`src/rtl/bonus_supply_pkg.sv`:
```
// Shared defaults and types for the bonus spawner and its per-slot engines.
// Pure declarations; no timing or flow-control behaviour of its own.
package bonus_supply_pkg;

  localparam int BONUS_SLOT_NUM     = 4;
  localparam int BONUS_SLOT_IDX_W   = 2;
  localparam int BONUS_TYPE_NUM     = 3;
  localparam int BONUS_TYPE_W       = 2;
  localparam int BONUS_X_SIZE       = 32;
  localparam int BONUS_Y_SIZE       = 32;
  localparam int BONUS_SPAWN_PERIOD = 300;
  localparam int BONUS_LIFE_FRAMES  = 600;
  localparam int BONUS_BLINK_FRAMES = 120;
  localparam int BONUS_SPEED        = 1;
  localparam int BONUS_Y_LIMIT      = 480;
  localparam int BONUS_X_OFFSET     = 32;

  typedef enum logic [1:0] {
    SLOT_IDLE   = 2'd0,
    SLOT_ACTIVE = 2'd1,
    SLOT_BLINK  = 2'd2
  } slot_state_e;

  typedef struct packed {
    logic [9:0] x;
    logic [9:0] y;
  } pix_t;

endpackage

```
`src/rtl/bonus_slot.sv`:
```
// One falling bonus: IDLE/ACTIVE/BLINK FSM, position, lifetime and pixel hit test.
// State updates one cycle after tick/spawn/kill; hit test is combinational; no backpressure.
module bonus_slot
  import bonus_supply_pkg::*;
#(
  parameter int X_SIZE       = BONUS_X_SIZE,
  parameter int Y_SIZE       = BONUS_Y_SIZE,
  parameter int LIFE_FRAMES  = BONUS_LIFE_FRAMES,
  parameter int BLINK_FRAMES = BONUS_BLINK_FRAMES,
  parameter int SPEED        = BONUS_SPEED,
  parameter int Y_LIMIT      = BONUS_Y_LIMIT,
  parameter int TYPE_W       = BONUS_TYPE_W
) (
  input  logic              clk_vga,
  input  logic              rst_n,
  input  logic              tick_i,
  input  logic              spawn_i,
  input  logic [9:0]        spawn_x_i,
  input  logic [TYPE_W-1:0] spawn_type_i,
  input  logic              kill_i,
  input  logic              blink_phase_i,
  input  pix_t              req_i,
  output logic              busy_o,
  output logic              hit_o,
  output logic [TYPE_W-1:0] type_o,
  output logic [9:0]        addr_o
);

  localparam int LIFE_W = $clog2(LIFE_FRAMES + 1);

  slot_state_e       state_q, state_d;
  logic [9:0]        x_q, x_d, y_q, y_d;
  logic [LIFE_W-1:0] life_q, life_d, life_next;
  logic [TYPE_W-1:0] type_q, type_d;
  logic [10:0]       y_next;
  logic [9:0]        col, row;
  logic              visible;

  always_comb begin
    state_d   = state_q;
    x_d       = x_q;
    y_d       = y_q;
    life_d    = life_q;
    type_d    = type_q;
    y_next    = {1'b0, y_q} + 11'(SPEED);
    life_next = (life_q == '0) ? '0 : life_q - LIFE_W'(1);
    case (state_q)
      SLOT_IDLE: begin
        if (spawn_i) begin
          state_d = SLOT_ACTIVE;
          x_d     = spawn_x_i;
          y_d     = '0;
          life_d  = LIFE_W'(LIFE_FRAMES);
          type_d  = spawn_type_i;
        end
      end
      default: begin
        // A collection beats a same-cycle frame move.
        if (kill_i) begin
          state_d = SLOT_IDLE;
        end else if (tick_i) begin
          y_d    = y_next[9:0];
          life_d = life_next;
          if (life_next == '0 || y_next >= 11'(Y_LIMIT)) begin
            state_d = SLOT_IDLE;
          end else if (state_q == SLOT_ACTIVE && life_next <= LIFE_W'(BLINK_FRAMES)) begin
            state_d = SLOT_BLINK;
          end
        end
      end
    endcase
  end

  always_ff @(posedge clk_vga or negedge rst_n) begin
    if (!rst_n) begin
      state_q <= SLOT_IDLE;
      x_q     <= '0;
      y_q     <= '0;
      life_q  <= '0;
      type_q  <= '0;
    end else begin
      state_q <= state_d;
      x_q     <= x_d;
      y_q     <= y_d;
      life_q  <= life_d;
      type_q  <= type_d;
    end
  end

  always_comb begin
    col     = req_i.x - x_q;
    row     = req_i.y - y_q;
    visible = (state_q == SLOT_ACTIVE) || (state_q == SLOT_BLINK && !blink_phase_i);
    hit_o   = visible && (req_i.x >= x_q) && (col < 10'(X_SIZE))
                      && (req_i.y >= y_q) && (row < 10'(Y_SIZE));
    addr_o  = hit_o ? (row * 10'(X_SIZE) + col) : '0;
  end

  assign busy_o = (state_q != SLOT_IDLE);
  assign type_o = type_q;

endmodule

```
`src/rtl/bonus_supply.sv`:
```
// Bonus spawner: frame-tick spawn arbiter over SLOT_NUM slots plus lowest-index hit mux.
// Hit/collect/drop outputs registered (1 cycle); no backpressure, events are single-cycle pulses.
module bonus_supply
  import bonus_supply_pkg::*;
#(
  parameter int SLOT_NUM     = BONUS_SLOT_NUM,
  parameter int SLOT_IDX_W   = BONUS_SLOT_IDX_W,
  parameter int TYPE_NUM     = BONUS_TYPE_NUM,
  parameter int TYPE_W       = BONUS_TYPE_W,
  parameter int X_SIZE       = BONUS_X_SIZE,
  parameter int Y_SIZE       = BONUS_Y_SIZE,
  parameter int SPAWN_PERIOD = BONUS_SPAWN_PERIOD,
  parameter int LIFE_FRAMES  = BONUS_LIFE_FRAMES,
  parameter int BLINK_FRAMES = BONUS_BLINK_FRAMES,
  parameter int SPEED        = BONUS_SPEED,
  parameter int Y_LIMIT      = BONUS_Y_LIMIT
) (
  input  logic                  clk_vga,
  input  logic                  rst_n,
  input  logic                  en_i,
  input  logic                  v_sync_i,
  input  logic [15:0]           rand_i,
  input  logic [9:0]            req_x_addr_i,
  input  logic [9:0]            req_y_addr_i,
  input  logic                  crash_i,
  output logic                  hit_vali_o,
  output logic [SLOT_IDX_W-1:0] hit_idx_o,
  output logic [TYPE_W-1:0]     hit_type_o,
  output logic [9:0]            sprite_addr_o,
  output logic                  collect_o,
  output logic [TYPE_W-1:0]     collect_type_o,
  output logic                  spawn_drop_o,
  output logic [SLOT_IDX_W:0]   active_cnt_o
);

  localparam int SPAWN_W = (SPAWN_PERIOD > 1) ? $clog2(SPAWN_PERIOD) : 1;

  logic                  v_sync_q, v_sync_d;
  logic [3:0]            frame_cnt_q, frame_cnt_d;
  logic [SPAWN_W-1:0]    spawn_cnt_q, spawn_cnt_d;
  logic                  hit_vld_q, hit_vld_d;
  logic [SLOT_IDX_W-1:0] hit_idx_q, hit_idx_d;
  logic [TYPE_W-1:0]     hit_type_q, hit_type_d;
  logic [9:0]            sprite_addr_q, sprite_addr_d;
  logic                  collect_q, collect_d;
  logic [TYPE_W-1:0]     collect_type_q, collect_type_d;
  logic                  spawn_drop_q, spawn_drop_d;

  logic                  frame_tick, spawn_wrap, free_seen, collect_fire;
  logic [9:0]            spawn_x;
  logic [TYPE_W-1:0]     spawn_type;
  logic [SLOT_NUM-1:0]   slot_busy, slot_hit, spawn_vec, kill_vec;
  logic [TYPE_W-1:0]     slot_type [SLOT_NUM];
  logic [9:0]            slot_addr [SLOT_NUM];
  pix_t                  req;
  logic                  unused_rand;

  assign unused_rand = ^rand_i[13:9];
  assign req         = '{x: req_x_addr_i, y: req_y_addr_i};
  assign frame_tick  = v_sync_i && !v_sync_q && en_i;
  assign spawn_wrap  = frame_tick && (spawn_cnt_q == SPAWN_W'(SPAWN_PERIOD - 1));
  assign spawn_x     = 10'(rand_i[8:0]) + 10'(BONUS_X_OFFSET);
  assign spawn_type  = (32'(rand_i[15:14]) >= TYPE_NUM) ? '0 : TYPE_W'(rand_i[15:14]);

  // Only currently IDLE slots are candidates, so a slot being freed this cycle is never picked.
  always_comb begin
    free_seen = 1'b0;
    spawn_vec = '0;
    for (int i = 0; i < SLOT_NUM; i++) begin
      if (!slot_busy[i] && !free_seen) spawn_vec[i] = spawn_wrap;
      free_seen = free_seen | !slot_busy[i];
    end
  end

  always_comb begin
    collect_fire = crash_i && hit_vld_q && slot_busy[hit_idx_q];
    kill_vec     = '0;
    for (int i = 0; i < SLOT_NUM; i++) begin
      kill_vec[i] = collect_fire && (hit_idx_q == SLOT_IDX_W'(i));
    end
  end

  for (genvar g = 0; g < SLOT_NUM; g++) begin : g_slot
    bonus_slot #(
      .X_SIZE      (X_SIZE),
      .Y_SIZE      (Y_SIZE),
      .LIFE_FRAMES (LIFE_FRAMES),
      .BLINK_FRAMES(BLINK_FRAMES),
      .SPEED       (SPEED),
      .Y_LIMIT     (Y_LIMIT),
      .TYPE_W      (TYPE_W)
    ) u_slot (
      .clk_vga      (clk_vga),
      .rst_n        (rst_n),
      .tick_i       (frame_tick),
      .spawn_i      (spawn_vec[g]),
      .spawn_x_i    (spawn_x),
      .spawn_type_i (spawn_type),
      .kill_i       (kill_vec[g]),
      .blink_phase_i(frame_cnt_q[3]),
      .req_i        (req),
      .busy_o       (slot_busy[g]),
      .hit_o        (slot_hit[g]),
      .type_o       (slot_type[g]),
      .addr_o       (slot_addr[g])
    );
  end

  always_comb begin
    v_sync_d       = v_sync_i;
    frame_cnt_d    = frame_tick ? frame_cnt_q + 4'd1 : frame_cnt_q;
    spawn_cnt_d    = spawn_cnt_q;
    if (frame_tick) spawn_cnt_d = spawn_wrap ? '0 : spawn_cnt_q + SPAWN_W'(1);
    spawn_drop_d   = spawn_wrap && !free_seen;
    collect_d      = collect_fire;
    collect_type_d = collect_fire ? hit_type_q : '0;
    hit_vld_d      = 1'b0;
    hit_idx_d      = '0;
    hit_type_d     = '0;
    sprite_addr_d  = '0;
    // Scan downwards so the lowest-index visible slot is the one left standing.
    for (int i = SLOT_NUM - 1; i >= 0; i--) begin
      if (slot_hit[i]) begin
        hit_vld_d     = 1'b1;
        hit_idx_d     = SLOT_IDX_W'(i);
        hit_type_d    = slot_type[i];
        sprite_addr_d = slot_addr[i];
      end
    end
  end

  always_ff @(posedge clk_vga or negedge rst_n) begin
    if (!rst_n) begin
      v_sync_q       <= 1'b0;
      frame_cnt_q    <= '0;
      spawn_cnt_q    <= '0;
      hit_vld_q      <= 1'b0;
      hit_idx_q      <= '0;
      hit_type_q     <= '0;
      sprite_addr_q  <= '0;
      collect_q      <= 1'b0;
      collect_type_q <= '0;
      spawn_drop_q   <= 1'b0;
    end else begin
      v_sync_q       <= v_sync_d;
      frame_cnt_q    <= frame_cnt_d;
      spawn_cnt_q    <= spawn_cnt_d;
      hit_vld_q      <= hit_vld_d;
      hit_idx_q      <= hit_idx_d;
      hit_type_q     <= hit_type_d;
      sprite_addr_q  <= sprite_addr_d;
      collect_q      <= collect_d;
      collect_type_q <= collect_type_d;
      spawn_drop_q   <= spawn_drop_d;
    end
  end

  always_comb begin
    active_cnt_o = '0;
    for (int i = 0; i < SLOT_NUM; i++) begin
      active_cnt_o = active_cnt_o + (SLOT_IDX_W + 1)'(slot_busy[i]);
    end
  end

  assign hit_vali_o     = hit_vld_q;
  assign hit_idx_o      = hit_idx_q;
  assign hit_type_o     = hit_type_q;
  assign sprite_addr_o  = sprite_addr_q;
  assign collect_o      = collect_q;
  assign collect_type_o = collect_type_q;
  assign spawn_drop_o   = spawn_drop_q;

endmodule

```
`config.mk`:
```
export PLATFORM = sky130hd
export DESIGN_NAME = bonus_supply
export DESIGN_NICKNAME = d
export VERILOG_FILES = /design/src/rtl/bonus_supply_pkg.sv /design/src/rtl/bonus_slot.sv /design/src/rtl/bonus_supply.sv
export SDC_FILE = /design/constraint.sdc
export NUM_CORES = 1
export LEC_CHECK = 0
export CORE_ASPECT_RATIO = 0.7
export CORE_MARGIN = 8
export CORE_UTILIZATION = 46
export DETAILED_ROUTE_END_ITERATION = 10
export DONT_BUFFER_PORTS = 1
export PLACE_DENSITY = 0.68
export SLEW_MARGIN = 5
export SYNTH_ARGS = -nofsm -noshare
export SYNTH_HDL_FRONTEND = slang
export SYNTH_HIERARCHICAL = 1
export SYNTH_SLANG_ARGS = --single-unit
```
`constraint.sdc`:
```
create_clock -name clk_vga -period 6.5 [get_ports clk_vga]
set_clock_uncertainty 0.2 [all_clocks]
set_input_delay 0.325 -clock clk_vga [delete_from_list [all_inputs] [get_ports clk_vga]]
set_output_delay 0.325 -clock clk_vga [all_outputs]
set_load 0.05 [all_outputs]
```
* After elaboration in Yosys (flattened, before gate mapping)
Index checks and enable logic that the tools add are counted.
** Storage, ports and cells
- Register bits after elaboration :: 169
- Input bits :: 41
- Output and inout port bits :: 22
- Logic and storage cells :: 285
** Operators by class
- Add/subtract/negate cells :: 26
- Order comparisons :: 26
- Equal/unequal tests :: 20
- Mux-type cells :: 85
- Bitwise gates (word level) :: 3
- Reduce and logical (&&, ||, !) cells :: 95
** Operators with widths (number)
- two-way mux 10 bit :: 40
- greater-or-equal comparator 10 bit :: 8
- zero test 10 bit :: 8
- less-than comparator 10 x 6 -> 1 bit, second input constant :: 8
- subtractor 10 bit :: 8
- two-way mux 2 bit :: 34
- adder 10 x 1 -> 11 bit, second input constant :: 4
- greater-or-equal comparator 11 x 9 -> 1 bit, second input constant :: 4
- adder 10 bit :: 4
- <= comparator 10 x 7 -> 1 bit, second input constant :: 4
- subtractor 10 x 1 -> 10 bit, second input constant :: 4
- logical AND 1 bit :: 37
- AND reduction 3 bit :: 8
- nonzero test 2 bit :: 8
- nonzero test 4 bit :: 4
- equality test 2 bit, second input constant :: 6
- nonzero test 3 bit :: 4
- adder 9 x 6 -> 10 bit, second input constant :: 1
- equality test 2 x 1 -> 1 bit, second input constant :: 5
- zero test 2 bit :: 5
- adder 9 x 1 -> 9 bit, second input constant :: 1
- equality test 9 bit, second input constant :: 1
- zero test 1 bit :: 9
- two-way mux 1 bit :: 9
- other kinds (13) :: 31

* Depth between registers and ports, before layout
- Depth after elaboration :: 11
- Mapped depth :: 18
- Gate-level depth less buffers :: 17

* Cells and area by module
Netlist, hierarchy kept.
** Modules (own cells, without submodules)
- bonus_slot at g_slot[0].u_slot ... :: instances 2, cells an instance 365, area an instance 2902.8 um^2, seq. area each 850.8 um^2
- bonus_slot at g_slot[1].u_slot :: instances 1, cells an instance 373, area an instance 3136.8 um^2, seq. area each 850.8 um^2
- bonus_slot at g_slot[3].u_slot :: instances 1, cells an instance 352, area an instance 3032.9 um^2, seq. area each 850.8 um^2
- bonus_supply :: instances 1, cells an instance 184, area an instance 1844.3 um^2, seq. area each 825.8 um^2

* Least setup slack after synthesis
OpenSTA, ideal clock, no wires.
- Path kind :: register to register
- Start point :: reg g_slot[3].u_slot.x_q[1]
- End point :: reg sprite_addr_q[9], in the netlist sprite_addr_o[9]
- Library setup time :: 133 ps
- Arrival time :: 3222 ps
- Required time :: 6167 ps
- Slack :: 2945 ps
- Cell stages (with the launch flop) :: 18
- Path buffers :: 0
- Period minus slack after synthesis :: 3555 ps
- Cell sequence :: dfrtp_1 inv_1 ha_1 nor2b_1 o31a_1 o21ai_1 nor2b_1 xnor2_1 ha_1 fa_1 a21o_1 a21oi_1 xnor2_1 xnor2_1 xnor2_1 nor3_1 a221oi_1 o31ai_1
** RTL lines
- start, declared :: line bonus_slot.sv:32 : logic [9:0] x_q, x_d, y_q, y_d;
- start signal, assigned :: line bonus_slot.sv:77 : x_q <= '0;
- start signal, assigned :: line bonus_slot.sv:83 : x_q <= x_d;
- end signal, assigned :: line bonus_supply.sv:151 : sprite_addr_q <= sprite_addr_d;
- end, declared :: line bonus_supply.sv:44 : logic [9:0] sprite_addr_q, sprite_addr_d;

* Worst setup path after layout
- Start point :: reg g_slot[3].u_slot.x_q[0]
- End point :: reg sprite_addr_q[4], in the netlist sprite_addr_o[4]
** On the way
- Word-level cells in the longest chain between the ends :: 9
- Elaborated cells between the ends (all ways) :: 12
- Those cells by class :: add/sub (2); order compare (2); mux (4); reduce/logical (4)
** Ends and longest elaborated chain
- subtractor 10 bit / greater-or-equal comparator 10 bit (equally long branches) :: line bonus_slot.sv:91, bonus_slot.sv:94
- less-than comparator 10 x 6 -> 1 bit / logical AND 1 bit (equally long branches) :: line bonus_slot.sv:94 : hit_o = visible && (req_i.x >= x_q) && (col < 10'(X_SIZE))
- logical AND 1 bit (*) :: line bonus_slot.sv:94
- logical AND 1 bit (*) (2 in a row) :: line bonus_slot.sv:95 : && (req_i.y >= y_q) && (row < 10'(Y_SIZE));
- named net slot_hit[3] :: line bonus_supply.sv:52 : logic [SLOT_NUM-1:0] slot_busy, slot_hit, spawn_vec, kill_vec;
- two-way mux 10 bit (*) (4 in a row) :: line bonus_supply.sv:123 : if (slot_hit[i]) begin
- named net sprite_addr_d[4] :: line bonus_supply.sv:44
Mark *: on every way through the listed nets, which the timed path passes. The rest lies on a longest branch.
A chain may end at the register's enable or synchronous reset.

==> metrics.txt <==
clock share of power=27.8%; status=completed; CP Max Fanout=13; Cells after Synth=1639; Die Ht=161 um; Clk Latency, worst-skew pair=450 ps; total negative slack=0 ps; CTS Root Cell=clkbuf_16; r2r setup slk=1540 ps; largest net degree at the start of global routing=170; Post-Route WL=36600 um; Async SR Flop Fraction=100%; number of synthesized flops with an enable pin=0; DR DRC count=0; Post-CTS Setup Bufs=0; I/O Pins=63; register area share after synthesis=30.6%; Worst Min Path Start=rand_i[14]; DP Worst Slack=1560 ps; worst r2r dst=sprite_addr_o[4]; critical path arrival=5100 ps; design area=14800 um2; Port-buffer cells=0; Setup CP Type=reg2reg; CTS tree=built; Synth cell types=93; Pint=2.21 mW; CTS Hold Buffers Added=11; antenna viol nets, final=0; Yosys top cell area share=30.6%; core area=29800 um2; Util after Layout=49.7%; Post-CTS Resized=0; CTS Buf Count=17; fin worst setup slack=1540 ps; total grt overflow=0; initial detailed-routing violation count=1161; post-placement cell count=1976; max-slew violations=0; RSZ-0062 raised after global routing=false; prevailing post-synth register cell=dfrtp_1; Max Buffers Root-to-Sink=2; most area-hungry cell type in the Yosys netlist=dfrtp_1; Comb power frac=34.3%; fillcell total=2791; Startpoint Class=register; clock slew at reported path FFs=70 ps; # setup viols final=0; worst vdd rail ir drop=173 uV; Final nets=1786; All-Layer GR Usage=20.3%; Reg-to-Reg Start=g_slot[3].u_slot/x_q[0]; Post-Syn Area=13800 um2; R2R depth=13; Site Rows=53; number of global-route vias before repair=10900; Worst Max-Slew Pin Slew=1190 ps; share of layout cells above drive strength 1=7.53%; leakage=6.46 nW; worst hold path class=in2reg; diode count=0; Register Area=4230 um2; Starting Density=46.4%; Net Sw Frac=37.1%; first drt pass iteration count=7; worst endpoint required time=6640 ps; PnR Total Power=3.51 mW; Power Density=237 nW/um2; TritonCTS Sinks=169; hold path endpoint=g_slot[1].u_slot/type_o[1]; P&R area growth vs syn=7.11%; fin cells=2019; fmax=202 MHz; CP Capture Type=register; top cells by count, synth=dfrtp_1 (169), nand2_1 (156), inv_1 (139); sequential share of power=37.9%; RD Place Congestion=0.896; Yosys warning count=6; routed len/inst=18.1 um; Via Count=12100; Period Utilization, post-route=76.3%; first-pass GRT wire length=58800 um; hold_ws=29.0 ps; Synth Area per Inst=8.43 um2; Max Cap Viol=0; antenna violations before repair=0; die footprint=35900 um2; Fin. Hold Viols=0; H-tree depth=4; Period minus WS final=4960 ps; Max-slew headroom=20.3%; area occupied by multi-input gates=8820 um2; top cells by area, synth=dfrtp_1 (31%), ha_1 (10%), o21ai_0 (4.7%); Net Count, Synth=1804; switching power=1.30 mW; top-count cell post-synth=dfrtp_1; synthesized flop and latch total=169; WHS Path Cells=2; DPL Wire Length=27600 um; Vias/cell=5.97; dpl cell area=14100 um2; DIE WIDTH=223 um
==> placed cells by master, fill, tap and decap left out, types with 36 or more instances in the layout <==
cell type / instances
o21ai_0: 129
inv_1: 139
nor2_1: 119
ha_1: 111
nor3_1: 43
nand2_1: 156
nand3_1: 41
a21oi_1: 78
nor2b_1: 36
dfrtp_1: 169
xnor2_1: 47
==> registers in the layout (all words and copies together) (netlist names) <==
| signal | flops |
|---|---|
| sprite_addr_o | 10 |
| hit_idx_o | 2 |
| g_slot.u_slot/state_q | 8 |
| spawn_cnt_q | 9 |
| g_slot.u_slot/x_q | 40 |
| hit_type_o | 2 |
| spawn_drop_o | 1 |
| v_sync_q | 1 |
| collect_type_o | 2 |
| frame_cnt_q | 4 |
| g_slot.u_slot/type_o | 8 |
| g_slot.u_slot/life_q | 40 |
| hit_vali_o | 1 |
| g_slot.u_slot/y_q | 40 |
| collect_o | 1 |
==> final cells by class <==
type,count,area share [%]
Multi-Input combinational cell,1274,59.6
Clock buffer,18,2.97
Timing Repair Buffer,20,1.32
Tap cell,385,3.25
Sequential cell,169,28.6
Inverter,139,3.52
Clock inverter,14,0.769
==> power by group through the flow <==
stage                     clock [mW]  combinational, mW  sequential, mW
final                          0.977               1.20            1.33
after global routing            1.05               1.35            1.35
after CTS                       1.01               1.20            1.33
after detailed placement           0               1.16            1.34
after global placement             0               1.14            1.34
after floorplan                    0              0.987            1.29
==> worst max-delay path by stage <==
stage                                  from                to  slack (ps)  depth (start not counted)
finish              g_slot[3].u_slot/x_q[0]  sprite_addr_o[4]        1540                         13
global route        g_slot[1].u_slot/x_q[0]  sprite_addr_o[8]        1270                         12
CTS                 g_slot[1].u_slot/x_q[0]  sprite_addr_o[8]        1610                         12
detailed placement          req_x_addr_i[0]  sprite_addr_o[8]        1560                         13
global placement            req_x_addr_i[0]  sprite_addr_o[8]        1730                         13
floorplan           g_slot[3].u_slot/x_q[1]  sprite_addr_o[9]        2950                         17
==> cell families (layout without fill, tap and decap cells) <==
kind of cell / after synthesis / after routing / synth area share (%)
and+or+nand+nor: 599 / 599 / 23.3
AOI/OAI and AO/OA: 439 / 439 / 20.7
buffers and inverters: 196 / 191 / 5.61
DFF: 169 / 169 / 30.6
adders and majority gates: 125 / 125 / 12.0
xor gates and xnor gates: 68 / 68 / 4.31
muxes: 43 / 43 / 3.48
==> worst max-delay path, cell delays in order, from the launching register on <==
cell and delay [ps]:
dfrtp_1 350, ha_1 170, inv_1 60, fa_1 400
a21o_1 220, a221oi_2 310, xnor2_1 220, a31oi_1 190
o2111a_1 200, nand4b_1 450, nor2_1 380, nor2b_1 980
a221oi_1 330, o31ai_1 380
==> layer usage <==
| metal | wire (um) | global-route usage (%) | up-vias |
|---|---|---|---|
| li1 | - | - | 5884 |
| met1 | 17700 | 30.3 | 5754 |
| met2 | 15000 | 28.2 | 398 |
| met3 | 3380 | 5.33 | 26 |
| met4 | 408 | 5.26 | 0 |
| met5 | 0 | 0 | - |
Note: power is estimated with default switching activity, not from simulation.
